--- src/rtl/lbg_vq_pkg.sv ---
// Shared constants, FSM state type and address helper
// for the LBG vector-quantiser codebook engines.
package lbg_vq_pkg;
  localparam int DATA_WIDTH = 14;
  localparam int DIM        = 13;
  localparam int NUM_CW     = 16;
  localparam int CW_AW      = 4;
  localparam int DIM_AW     = 4;
  localparam int ACC_WIDTH  = 34;
  localparam int SQ_WIDTH   = 2 * (DATA_WIDTH + 1) - 2;
  localparam int AW         = CW_AW + DIM_AW;

  typedef enum logic [1:0] {
    ST_LOAD,
    ST_SEARCH,
    ST_DONE
  } state_e;

  function automatic logic [AW-1:0] cb_addr(
    input logic [CW_AW-1:0]  k,
    input logic [DIM_AW-1:0] d
  );
    return {k, d};
  endfunction
endpackage

--- src/rtl/lbg_vq_search_if.sv ---
// Feature-in, codebook-read and result-out signals of the
// VQ nearest-codeword search engine.
interface lbg_vq_search_if;
  import lbg_vq_pkg::*;

  logic signed [DATA_WIDTH-1:0] in_data;
  logic                         in_valid;
  logic                         in_ready;
  logic [AW-1:0]                cb_rd_addr;
  logic signed [DATA_WIDTH-1:0] cb_rd_data;
  logic [CW_AW-1:0]             out_idx;
  logic [ACC_WIDTH-1:0]         out_dist;
  logic                         out_valid;
  logic                         out_ready;
  logic                         busy;

  modport slave (
    input  in_data, in_valid, cb_rd_data, out_ready,
    output in_ready, cb_rd_addr, out_idx, out_dist,
    output out_valid, busy
  );

  modport master (
    output in_data, in_valid, cb_rd_data, out_ready,
    input  in_ready, cb_rd_addr, out_idx, out_dist,
    input  out_valid, busy
  );
endinterface

--- src/rtl/lbg_sqdiff.sv ---
// Combinational squared difference of two signed samples;
// shared with the LBG training datapath.
module lbg_sqdiff
  import lbg_vq_pkg::*;
(
  input  logic signed [DATA_WIDTH-1:0] a_i,
  input  logic signed [DATA_WIDTH-1:0] b_i,
  output logic [SQ_WIDTH-1:0]          sq_o
);
  logic signed [DATA_WIDTH:0] diff;
  logic [DATA_WIDTH-1:0]      mag;

  assign diff = {a_i[DATA_WIDTH-1], a_i}
              - {b_i[DATA_WIDTH-1], b_i};

  // |diff| <= 2^14-1, so the magnitude fits DATA_WIDTH bits
  assign mag = diff[DATA_WIDTH] ? DATA_WIDTH'(-diff)
                                : diff[DATA_WIDTH-1:0];

  assign sq_o = SQ_WIDTH'(mag) * SQ_WIDTH'(mag);
endmodule

--- src/rtl/lbg_vq_search.sv ---
// Nearest-codeword search: loads one feature vector, scans
// the codebook RAM and reports the closest index/distance.
module lbg_vq_search
  import lbg_vq_pkg::*;
(
  input logic            rd_clk,
  input logic            rd_rst,
  lbg_vq_search_if.slave bus
);
  localparam logic [DIM_AW-1:0] D_LAST = DIM_AW'(DIM - 1);
  localparam logic [CW_AW-1:0]  K_LAST = CW_AW'(NUM_CW - 1);

  state_e state_q, state_d;

  logic signed [DATA_WIDTH-1:0] x_q [DIM];
  logic [DIM_AW-1:0]    cnt_q;
  logic [CW_AW-1:0]     k_q, k1_q;
  logic [DIM_AW-1:0]    d_q, d1_q;
  logic                 issue_q, v1_q;
  logic [ACC_WIDTH-1:0] acc_q, best_dist_q, out_dist_q;
  logic [CW_AW-1:0]     best_idx_q, out_idx_q;
  logic [ACC_WIDTH-1:0] total;
  logic [SQ_WIDTH-1:0]  sq;
  logic in_hs, load_done, last_issue;
  logic last_cmp, final_cmp, better;

  assign bus.in_ready   = (state_q == ST_LOAD) && !rd_rst;
  assign bus.busy       = state_q != ST_LOAD;
  assign bus.out_valid  = state_q == ST_DONE;
  assign bus.out_idx    = out_idx_q;
  assign bus.out_dist   = out_dist_q;
  assign bus.cb_rd_addr = cb_addr(k_q, d_q);

  assign in_hs      = bus.in_valid && bus.in_ready;
  assign load_done  = in_hs && (cnt_q == D_LAST);
  assign last_issue = issue_q && (k_q == K_LAST)
                   && (d_q == D_LAST);
  assign last_cmp   = v1_q && (d1_q == D_LAST);
  assign final_cmp  = last_cmp && (k1_q == K_LAST);

  lbg_sqdiff u_sqdiff (
    .a_i  (x_q[d1_q]),
    .b_i  (bus.cb_rd_data),
    .sq_o (sq)
  );

  assign total  = (d1_q == '0 ? '0 : acc_q)
                + ACC_WIDTH'(sq);
  assign better = (k1_q == '0) || (total < best_dist_q);

  always_comb begin
    state_d = state_q;
    unique case (state_q)
      ST_LOAD:   if (load_done)     state_d = ST_SEARCH;
      ST_SEARCH: if (final_cmp)     state_d = ST_DONE;
      ST_DONE:   if (bus.out_ready) state_d = ST_LOAD;
      default:                      state_d = ST_LOAD;
    endcase
  end

  always_ff @(posedge rd_clk) begin
    if (rd_rst) state_q <= ST_LOAD;
    else        state_q <= state_d;
  end

  always_ff @(posedge rd_clk) begin
    if (rd_rst) begin
      cnt_q      <= '0;
      k_q        <= '0;
      d_q        <= '0;
      issue_q    <= 1'b0;
      v1_q       <= 1'b0;
      out_idx_q  <= '0;
      out_dist_q <= '0;
    end else begin
      if (in_hs) cnt_q <= load_done ? '0 : cnt_q + 1'b1;
      if (load_done) begin
        k_q     <= '0;
        d_q     <= '0;
        issue_q <= 1'b1;
      end else if (issue_q) begin
        if (last_issue) begin
          issue_q <= 1'b0;
        end else if (d_q == D_LAST) begin
          d_q <= '0;
          k_q <= k_q + 1'b1;
        end else begin
          d_q <= d_q + 1'b1;
        end
      end
      v1_q <= issue_q;
      // Result registers only change once the full scan is in
      if (final_cmp) begin
        out_idx_q  <= better ? k1_q  : best_idx_q;
        out_dist_q <= better ? total : best_dist_q;
      end
    end
  end

  always_ff @(posedge rd_clk) begin
    if (in_hs) x_q[cnt_q] <= bus.in_data;
    k1_q <= k_q;
    d1_q <= d_q;
    if (v1_q) acc_q <= total;
    if (last_cmp && better) begin
      best_idx_q  <= k1_q;
      best_dist_q <= total;
    end
  end
endmodule
--- src/flat_wrapper.sv ---
// flat-port wrapper written by rule: the top's interface ports become plain ports
module lbg_vq_search_flat import lbg_vq_pkg::*;
  (rd_clk, rd_rst, bus_in_data, bus_in_valid, bus_cb_rd_data, bus_out_ready, bus_in_ready, bus_cb_rd_addr, bus_out_idx, bus_out_dist, bus_out_valid, bus_busy);
  lbg_vq_search_if bus_i ();
  input logic rd_clk;
  input logic rd_rst;
  input wire logic [$bits(bus_i.in_data)-1:0] bus_in_data;
  input wire logic [$bits(bus_i.in_valid)-1:0] bus_in_valid;
  input wire logic [$bits(bus_i.cb_rd_data)-1:0] bus_cb_rd_data;
  input wire logic [$bits(bus_i.out_ready)-1:0] bus_out_ready;
  output wire logic [$bits(bus_i.in_ready)-1:0] bus_in_ready;
  output wire logic [$bits(bus_i.cb_rd_addr)-1:0] bus_cb_rd_addr;
  output wire logic [$bits(bus_i.out_idx)-1:0] bus_out_idx;
  output wire logic [$bits(bus_i.out_dist)-1:0] bus_out_dist;
  output wire logic [$bits(bus_i.out_valid)-1:0] bus_out_valid;
  output wire logic [$bits(bus_i.busy)-1:0] bus_busy;
  assign bus_i.in_data = bus_in_data;
  assign bus_i.in_valid = bus_in_valid;
  assign bus_i.cb_rd_data = bus_cb_rd_data;
  assign bus_i.out_ready = bus_out_ready;
  assign bus_in_ready = bus_i.in_ready;
  assign bus_cb_rd_addr = bus_i.cb_rd_addr;
  assign bus_out_idx = bus_i.out_idx;
  assign bus_out_dist = bus_i.out_dist;
  assign bus_out_valid = bus_i.out_valid;
  assign bus_busy = bus_i.busy;
  lbg_vq_search u_core (.rd_clk(rd_clk), .rd_rst(rd_rst), .bus(bus_i));
endmodule
--- config.mk ---
export PLATFORM = sky130hd
export DESIGN_NAME = lbg_vq_search_flat
export DESIGN_NICKNAME = d
export VERILOG_FILES = /design/src/rtl/lbg_vq_pkg.sv /design/src/rtl/lbg_vq_search_if.sv /design/src/rtl/lbg_sqdiff.sv /design/src/rtl/lbg_vq_search.sv /design/src/flat_wrapper.sv
export SDC_FILE = /design/constraint.sdc
export NUM_CORES = 1
export LEC_CHECK = 0
export ABC_CLOCK_PERIOD_IN_PS = 16840
export CAP_MARGIN = 10
export CORE_MARGIN = 2
export CORE_UTILIZATION = 60
export CTS_CLUSTER_SIZE = 30
export DETAILED_ROUTE_END_ITERATION = 12
export HOLD_SLACK_MARGIN = 0.1
export PLACE_DENSITY_LB_ADDON = 0.3
export SYNTH_ARGS = -nofsm -noshare
export SYNTH_HDL_FRONTEND = slang
export SYNTH_SLANG_ARGS = --single-unit
--- constraint.sdc ---
create_clock -name rd_clk -period 16.84 [get_ports rd_clk]
set_input_delay 2.526 -clock rd_clk [delete_from_list [all_inputs] [get_ports rd_clk]]
set_output_delay 2.526 -clock rd_clk [all_outputs]
set_load 0.005 [all_outputs]
Word-level counts from Yosys, hierarchy flattened
Memory sizes are Yosys's and may differ from the RTL's. A register that Yosys moved wholly into a read port is not among the register bits.
Cells that the tools add are included.
{"block": "classes", "n_addsub": 6, "n_mul": 1, "n_lt_le_gt_ge": 1, "n_eq_ne": 10, "mux": 15, "bitwise": 1, "n_reduce_logical": 18}
{"op": "34-bit 2-to-1 mux", "count": 2}
{"op": "34-bit by 28-bit adder with 34-bit output", "count": 1}
{"op": "34-bit less-than comparator", "count": 1}
{"op": "14-bit by 14-bit multiplier with 28-bit output", "count": 1}
{"op": "4-bit == test, second input constant", "count": 5}
{"op": "14-bit by 14-bit subtractor with 15-bit output", "count": 1}
{"op": "14-bit 2-to-1 mux", "count": 1}
{"op": "14-bit negation", "count": 1}
{"op": "4-bit by 1-bit adder with 4-bit output, second input constant", "count": 3}
{"op": "4-bit 2-to-1 mux", "count": 3}
{"op": "1-bit logical AND", "count": 8}
{"op": "4-bit zero test", "count": 2}
{"op": "2-bit 2-to-1 mux", "count": 3}
{"op": "2-bit one-hot mux with 3 select lines", "count": 1}
{"op": "3-bit AND reduction", "count": 2}
{"op": "1-bit 2-to-1 mux", "count": 5}
{"op": "2-bit by 1-bit inequality test with 1-bit output, second input constant", "count": 2}
{"op": "2-bit by 1-bit == test with 1-bit output, second input constant", "count": 1}
{"op": "2-bit == test, second input constant", "count": 1}
{"op": "2-bit zero test", "count": 1}
{"op": "2-bit inequality test, second input constant", "count": 1}
{"op": "2-bit AND reduction", "count": 1}
{"op": "2-bit nonzero test", "count": 1}
{"op": "2-bit OR reduction", "count": 1}
{"op": "other kinds (3)", "count": 3}
{"block": "totals", "register_bits": 134, "mem_bits_rw": 182, "inputBits": 32, "out_inout_bits": 49, "wordCells": 66, "mem_count": 1}
{"memory": "u_core.x_q", "depth": 13, "width": 14, "read_ports": 1, "rd_ports_with_merged_regs": 1, "wr": 1, "line_no": "lbg_vq_search.sv:15", "source": "logic signed [DATA_WIDTH-1:0] x_q [DIM];"}

Depth between registers and ports, before layout
{"block": "depth", "depth_word": 8, "mapped_depth": 52, "ltp_nobuf": 48}

Hierarchy
From an unflattened synthesis, not the netlist that was laid out.
{"block": "unflattened", "cells_unflattened": 1906, "hier_area_um2": 21524.4}
{"module": "lbg_vq_search", "n_inst": 1, "cells_each": 1071, "area_each_um2": 14535.2, "seq_area_each_um2": 8868.5}
{"module": "lbg_sqdiff", "n_inst": 1, "cells_each": 835, "area_each_um2": 6989.2, "seq_area_each_um2": 0.0}

Worst setup path before layout
OpenSTA, ideal clock, no wires.
{"block": "synth_timing", "kind": "in2reg", "start": "input bus_cb_rd_data[0]", "end": "register u_core.best_dist_q[0], enable pin", "setup_ns": 0.433, "arrival_ns": 13.585, "required_time_ns": 16.407, "setup_slack_ns": 2.821, "cell_stages": 43, "n_path_buf": 2, "path_cell_list": "ha_1 fa_1 nor2b_1 o31a_1 o211ai_1 a31oi_1 a21oi_1 a21oi_1 a21oi_1 xor2_1 inv_1 nor2_1 inv_1 fa_1 inv_1 fa_1 fa_1 fa_1 [... 7 more ...] a21boi_0 o31ai_1 a41oi_1 o211ai_1 a21oi_1 a211oi_1 xor2_1 nor2_1 ha_1 a21o_1 a21oi_1 o21ai_0 nor4bb_1 a21oi_1 and2_1 clkbuf_1 clkbuf_1 nor2_1"}
{"block": "synth_between", "elab_chain_cells": 8}
{"element": "from (decl)", "line_no": "flat_wrapper.sv:9", "source": "input wire logic [$bits(bus_i.cb_rd_data)-1:0] bus_cb_rd_data;"}
{"element": "14-bit by 14-bit subtractor with 15-bit output *", "line_no": "lbg_sqdiff.sv:14", "source": "- {b_i[DATA_WIDTH-1], b_i};"}
{"element": "14-bit negation", "line_no": "lbg_sqdiff.sv:17", "source": "assign mag = diff[DATA_WIDTH] ? DATA_WIDTH'(-diff)"}
{"element": "14-bit 2-to-1 mux *", "line_no": "lbg_sqdiff.sv:17"}
{"element": "14-bit by 14-bit multiplier with 28-bit output *", "line_no": "lbg_sqdiff.sv:20", "source": "assign sq_o = SQ_WIDTH'(mag) * SQ_WIDTH'(mag);"}
{"element": "34-bit by 28-bit adder with 34-bit output *", "line_no": "lbg_vq_search.sv:48", "source": "+ ACC_WIDTH'(sq);"}
{"element": "net u_core.total[32]", "line_no": "lbg_vq_search.sv:22", "source": "logic [ACC_WIDTH-1:0] total;"}
{"element": "34-bit less-than comparator *", "line_no": "lbg_vq_search.sv:49", "source": "assign better = (k1_q == '0) || (total < best_dist_q);"}
{"element": "1-bit logical OR *", "line_no": "lbg_vq_search.sv:49"}
{"element": "1-bit logical AND *", "line_no": "lbg_vq_search.sv:105", "source": "if (last_cmp && better) begin"}
{"element": "to (signal assigned)", "line_no": "lbg_vq_search.sv:107", "source": "best_dist_q <= total;"}
{"element": "to (decl)", "line_no": "lbg_vq_search.sv:20", "source": "logic [ACC_WIDTH-1:0] acc_q, best_dist_q, out_dist_q;"}
The timed path passes the listed nets; every way through them passes the cells marked *.
A chain may end at the register's enable or synchronous reset.

Worst setup path after layout
{"block": "layout_timing", "start": "input bus_cb_rd_data[0]", "end": "register u_core.best_dist_q[8], enable pin"}
Same word-level chain as after synthesis.

==> impl_table.tex <==
\begin{tabular}{lr}
\hline
Metric & Value \\
\hline
\multicolumn{2}{l}{\textbf{Synthesis}} \\
Post-Syn Nets & 2066 \\
Simple logic cell fraction of the synthesized area & 9.715\% \\
\#FFs+latches synth & 316 \\
Async set-or-reset flop fraction in the synthesized netlist & 0\% \\
Post-synthesis compound-gate area fraction & approximately 7.4\% \\
Mux contribution to synthesized area & 6.544\% \\
Distinct cell type count after synthesis & 72 \\
Portion of the post-synthesis area used by sequential elements & 43.55\% \\
Top area cells in the synthesized netlist & sky130\_fd\_sc\_hd\_\_edfxtp\_1 (37\%), sky130\_fd\_sc\_hd\_\_fa\_1 (14\%), sky130\_fd\_sc\_hd\_\_ha\_1 (9.3\%), sky130\_fd\_sc\_hd\_\_mux4\_2 (6.2\%), sky130\_fd\_sc\_hd\_\_dfxtp\_1 (6.1\%) \\
Post-Synth XOR/XNOR Area & about 2.7\% \\
Yosys Warn Count & 0 \\
Post-synthesis cell area & 20360 µm² \\
Cell type with the largest total area after synthesis & sky130\_fd\_sc\_hd\_\_edfxtp\_1 \\
Avg Cell Area, Syn & 11.72 µm² \\
Largest family of logic cells by synthesized area & adder cells \\
Leading cell type by number of instances after synthesis & sky130\_fd\_sc\_hd\_\_inv\_1 \\
Fraction of synthesized cell area taken by the top area cell type & 37.46\% \\
Dominant synthesized flop cell & sky130\_fd\_sc\_hd\_\_edfxtp\_1 \\
Synthesized netlist cell count & 1737 \\
Number of enable flip-flop cells after synthesis & 254 \\
Leading post-synthesis cells by instance count & sky130\_fd\_sc\_hd\_\_inv\_1 (290), sky130\_fd\_sc\_hd\_\_edfxtp\_1 (254), sky130\_fd\_sc\_hd\_\_ha\_1 (151) \\
Adder and majority cell fraction of the synthesized area & a little under a quarter \\
\multicolumn{2}{l}{\textbf{Worst setup path}} \\
Data arrival time at the worst-slack endpoint & 14.92 ns \\
Slowest cell on crit path & sky130\_fd\_sc\_hd\_\_nor2\_4 \\
Top cell family by delay on the critical path & adder cells \\
CP Launch Type & primary input \\
Nature of the critical path endpoint & flip-flop \\
Biggest cell delay along the critical path & 0.85 ns \\
Crit Reg-Reg Endpoint & u\_core.best\_dist\_q[8] \\
Reg2Reg Setup Slack & 2.29 ns \\
Length in cells of the worst reg-to-reg path & 43 \\
Launch point of the worst path & bus\_cb\_rd\_data[0] \\
R2r startpoint & u\_core.d1\_q[0] \\
Most common cell type on the critical path & sky130\_fd\_sc\_hd\_\_fa\_1 \\
Buffers \& Inverters on Critical Path & 6 \\
Required time of the critical path & 17.01 ns \\
Type of the setup path with the least slack & in2reg \\
Peak fanout along the critical path & 38 \\
\multicolumn{2}{l}{\textbf{Detailed routing}} \\
Avg Vias per Cell & between 5 and 6 \\
Antenna violation net count after detailed routing & 0 \\
Uppermost signal routing layer after detailed routing & met4 \\
Routed length on met3 & $\sim$2.8 mm \\
DRC violation count after routing & 0 \\
Met1 Wirelength & about 18 mm \\
DRT Wirelength & 44.64 mm \\
Count of vias placed by the detailed router & 13170 \\
Number of optimization iterations in the first detailed-route pass & 5 \\
Total length of routed met2 wires & 22.85 mm \\
Wirelength per Cell & 19.60 µm \\
Starting DRT DRC Count & about 1100 \\
\multicolumn{2}{l}{\textbf{Die}} \\
Starting Density & 60.88\% \\
Number of rows in the core area & between 60 and 70 \\
I/O pin cnt & 81 \\
Die area & 35430 µm² \\
Die width & 188.2 µm \\
Placeable core region & between 30000 and 40000 µm² \\
Overall die height & 188.2 µm \\
\multicolumn{2}{l}{\textbf{Timing}} \\
Max Clock Freq & slightly below 70 MHz \\
Summed negative setup slack over all endpoints & 0 ns \\
Worst Clk Skew & 0.02448 ns \\
Worst-Margin Slew & 1.204 ns \\
Minimum period implied by the final worst setup slack & 14.74 ns \\
Setup repair after global routing missed its margin & false \\
Final number of hold-violating endpoints & 0 \\
Finish-stage setup viols & 0 \\
Slew HR & 19.13\% \\
Max Slew Vio Count & 0 \\
Final cycle utilization of the critical path & 87.56\% \\
\multicolumn{2}{l}{\textbf{Global routing}} \\
Global-route wire length before repair & 72.84 mm \\
Via count of the first global-routing pass & 14020 \\
Initial antenna violation count & 0 \\
Global routing usage summed across all routing layers & 26.25\% \\
Leftover overflow at the end of global routing & 0 \\
Pin count of the biggest net entering global routing & between 60 and 70 \\
\multicolumn{2}{l}{\textbf{Clocking}} \\
Post-CTS Repair Setup Buffers & 0 \\
CTS tree & built \\
Sinks on Clock Net & approximately 320 \\
Clock slew at the register clock pins of the worst setup and hold paths & around 0.060 ns \\
Worst-skew pair later-pin latency & 0.57 ns \\
Clock root cell & sky130\_fd\_sc\_hd\_\_clkbuf\_16 \\
Num CTS Buffers & 30 \\
Number of levels in the clock H-tree & 1 \\
Post\_cts resized & 0 \\
Largest buffer count on any clock path & 3 \\
Number of hold buffers added after cts & 0 \\
\multicolumn{2}{l}{\textbf{Layout}} \\
Fill cell count & 2387 \\
Final core occ & 67.38\% \\
Final-stage net count & 2136 \\
Area delta synth->final & 10.68\% \\
Antenna diode count & 0 \\
Final non-filler cell total & roughly 2300 \\
Layout cells sized above 1 & 7.596\% \\
\multicolumn{2}{l}{\textbf{Min path}} \\
Min-Delay Path Class & reg2reg \\
Sink of the worst hold path & u\_core.k1\_q[3] \\
Cell count of the worst hold path & 0 \\
Launch point of the worst hold path & u\_core.k\_q[3] \\
\multicolumn{2}{l}{\textbf{Placement}} \\
Placed wire-length estimate after detailed placement & around 32 mm \\
Gp weighted congestion & 0.8764 \\
Inst Count DP & between 2000 and 2500 \\
Number of I/O port buffers & 80 \\
\multicolumn{2}{l}{\textbf{Outcome}} \\
Result of the run & complete, no violations \\
\multicolumn{2}{l}{\textbf{Job}} \\
Max-cap violations & 0 \\
\hline
\end{tabular}
[cell families (layout without fill, tap and decap cells)]
family          after synthesis  in the layout
buf+inv                     351            444
mux                          63             63
simple gates                422            422
fa+ha+maj                   297            297
flops                       316            316
xor+xnor                     60             60
compound gates              228            228
[flip-flops by register name, indices dropped and copies added, names as in the netlist]
signal	flops
u_core.d1_q	4
u_core.bus.out_dist	34
u_core.state_q	2
u_core.best_dist_q	34
u_core.k_q	4
u_core.cnt_q	4
u_core.v1_q	1
u_core.issue_q	1
u_core.bus.out_idx	4
u_core.x_q	182
u_core.best_idx_q	4
u_core.acc_q	34
u_core.d_q	4
u_core.k1_q	4
[how the worst max path moves through the flow]
| stage | to | slack (ns) | cells after the start |
|---|---|---|---|
| 5_1_grt | u_core.bus.out_dist[26] | 1.24 | 45 |
| 6_report | u_core.best_dist_q[8] | 2.10 | 42 |
| 4_1_cts | u_core.best_dist_q[8] | 2.31 | 42 |
| 2_1_floorplan | u_core.best_dist_q[0] | 2.82 | 43 |
| 3_5_place_dp | u_core.best_dist_q[10] | 1.75 | 42 |
| 3_3_place_gp | u_core.best_dist_q[3] | 2.07 | 42 |
[cells in the final DEF (no fill, tap or decap), types with 26 or more instances in the layout]
cell | netlist | layout
sky130_fd_sc_hd__nor2b_1 | 34 | 34
sky130_fd_sc_hd__nor2_1 | 118 | 116
sky130_fd_sc_hd__xnor2_1 | 32 | 32
sky130_fd_sc_hd__mux4_2 | 56 | 56
sky130_fd_sc_hd__dfxtp_1 | 62 | 60
sky130_fd_sc_hd__and2_1 | 31 | 31
sky130_fd_sc_hd__xor2_1 | 26 | 26
sky130_fd_sc_hd__a21o_1 | 35 | 35
sky130_fd_sc_hd__inv_1 | 290 | 290
sky130_fd_sc_hd__clkbuf_16 | 0 | 30
sky130_fd_sc_hd__fa_1 | 146 | 146
sky130_fd_sc_hd__a21oi_1 | 71 | 71
sky130_fd_sc_hd__ha_1 | 151 | 151
sky130_fd_sc_hd__edfxtp_1 | 254 | 254
sky130_fd_sc_hd__nand2_1 | 149 | 149
sky130_fd_sc_hd__clkdlybuf4s50_1 | 0 | 79
sky130_fd_sc_hd__o21ai_0 | 30 | 30
[per-stage QoR]
stage	hold slack, ns	area (µm²)	setup WS, ns
after global routing	0.4189	22540	1.243
after CTS	0.4089	22540	2.310
final	0.4079	22540	2.095
after global placement	0.3992	21620	2.070
after floorplan	0.3896	20360	2.821
after detailed placement	0.4001	21620	1.752
[cell type report]
| type | instances | area [µm²] | area share [%] |
|---|---|---|---|
| flip-flops and latches | 316 | 8871 | 39.36 |
| clock inverters | 17 | 125.1 | 0.5552 |
| clock buffers | 38 | 790.8 | 3.509 |
| repair buffers | 93 | 893.4 | 3.964 |
| multi-input cells | 1070 | 10180 | 45.19 |
| inverters | 296 | 1111 | 4.930 |
| well taps | 448 | 560.5 | 2.487 |
[routing by layer]
layer  GRT usage (%)  vias to the layer above
met2           46.34                      462
met3           3.464                       97
met5               0                        -
li1                -                     6067
met1           33.96                     6546
met4           8.116                        0
Power is not shown: default switching activity piles up to over one toggle a cycle in this logic, so the estimate is an artifact.
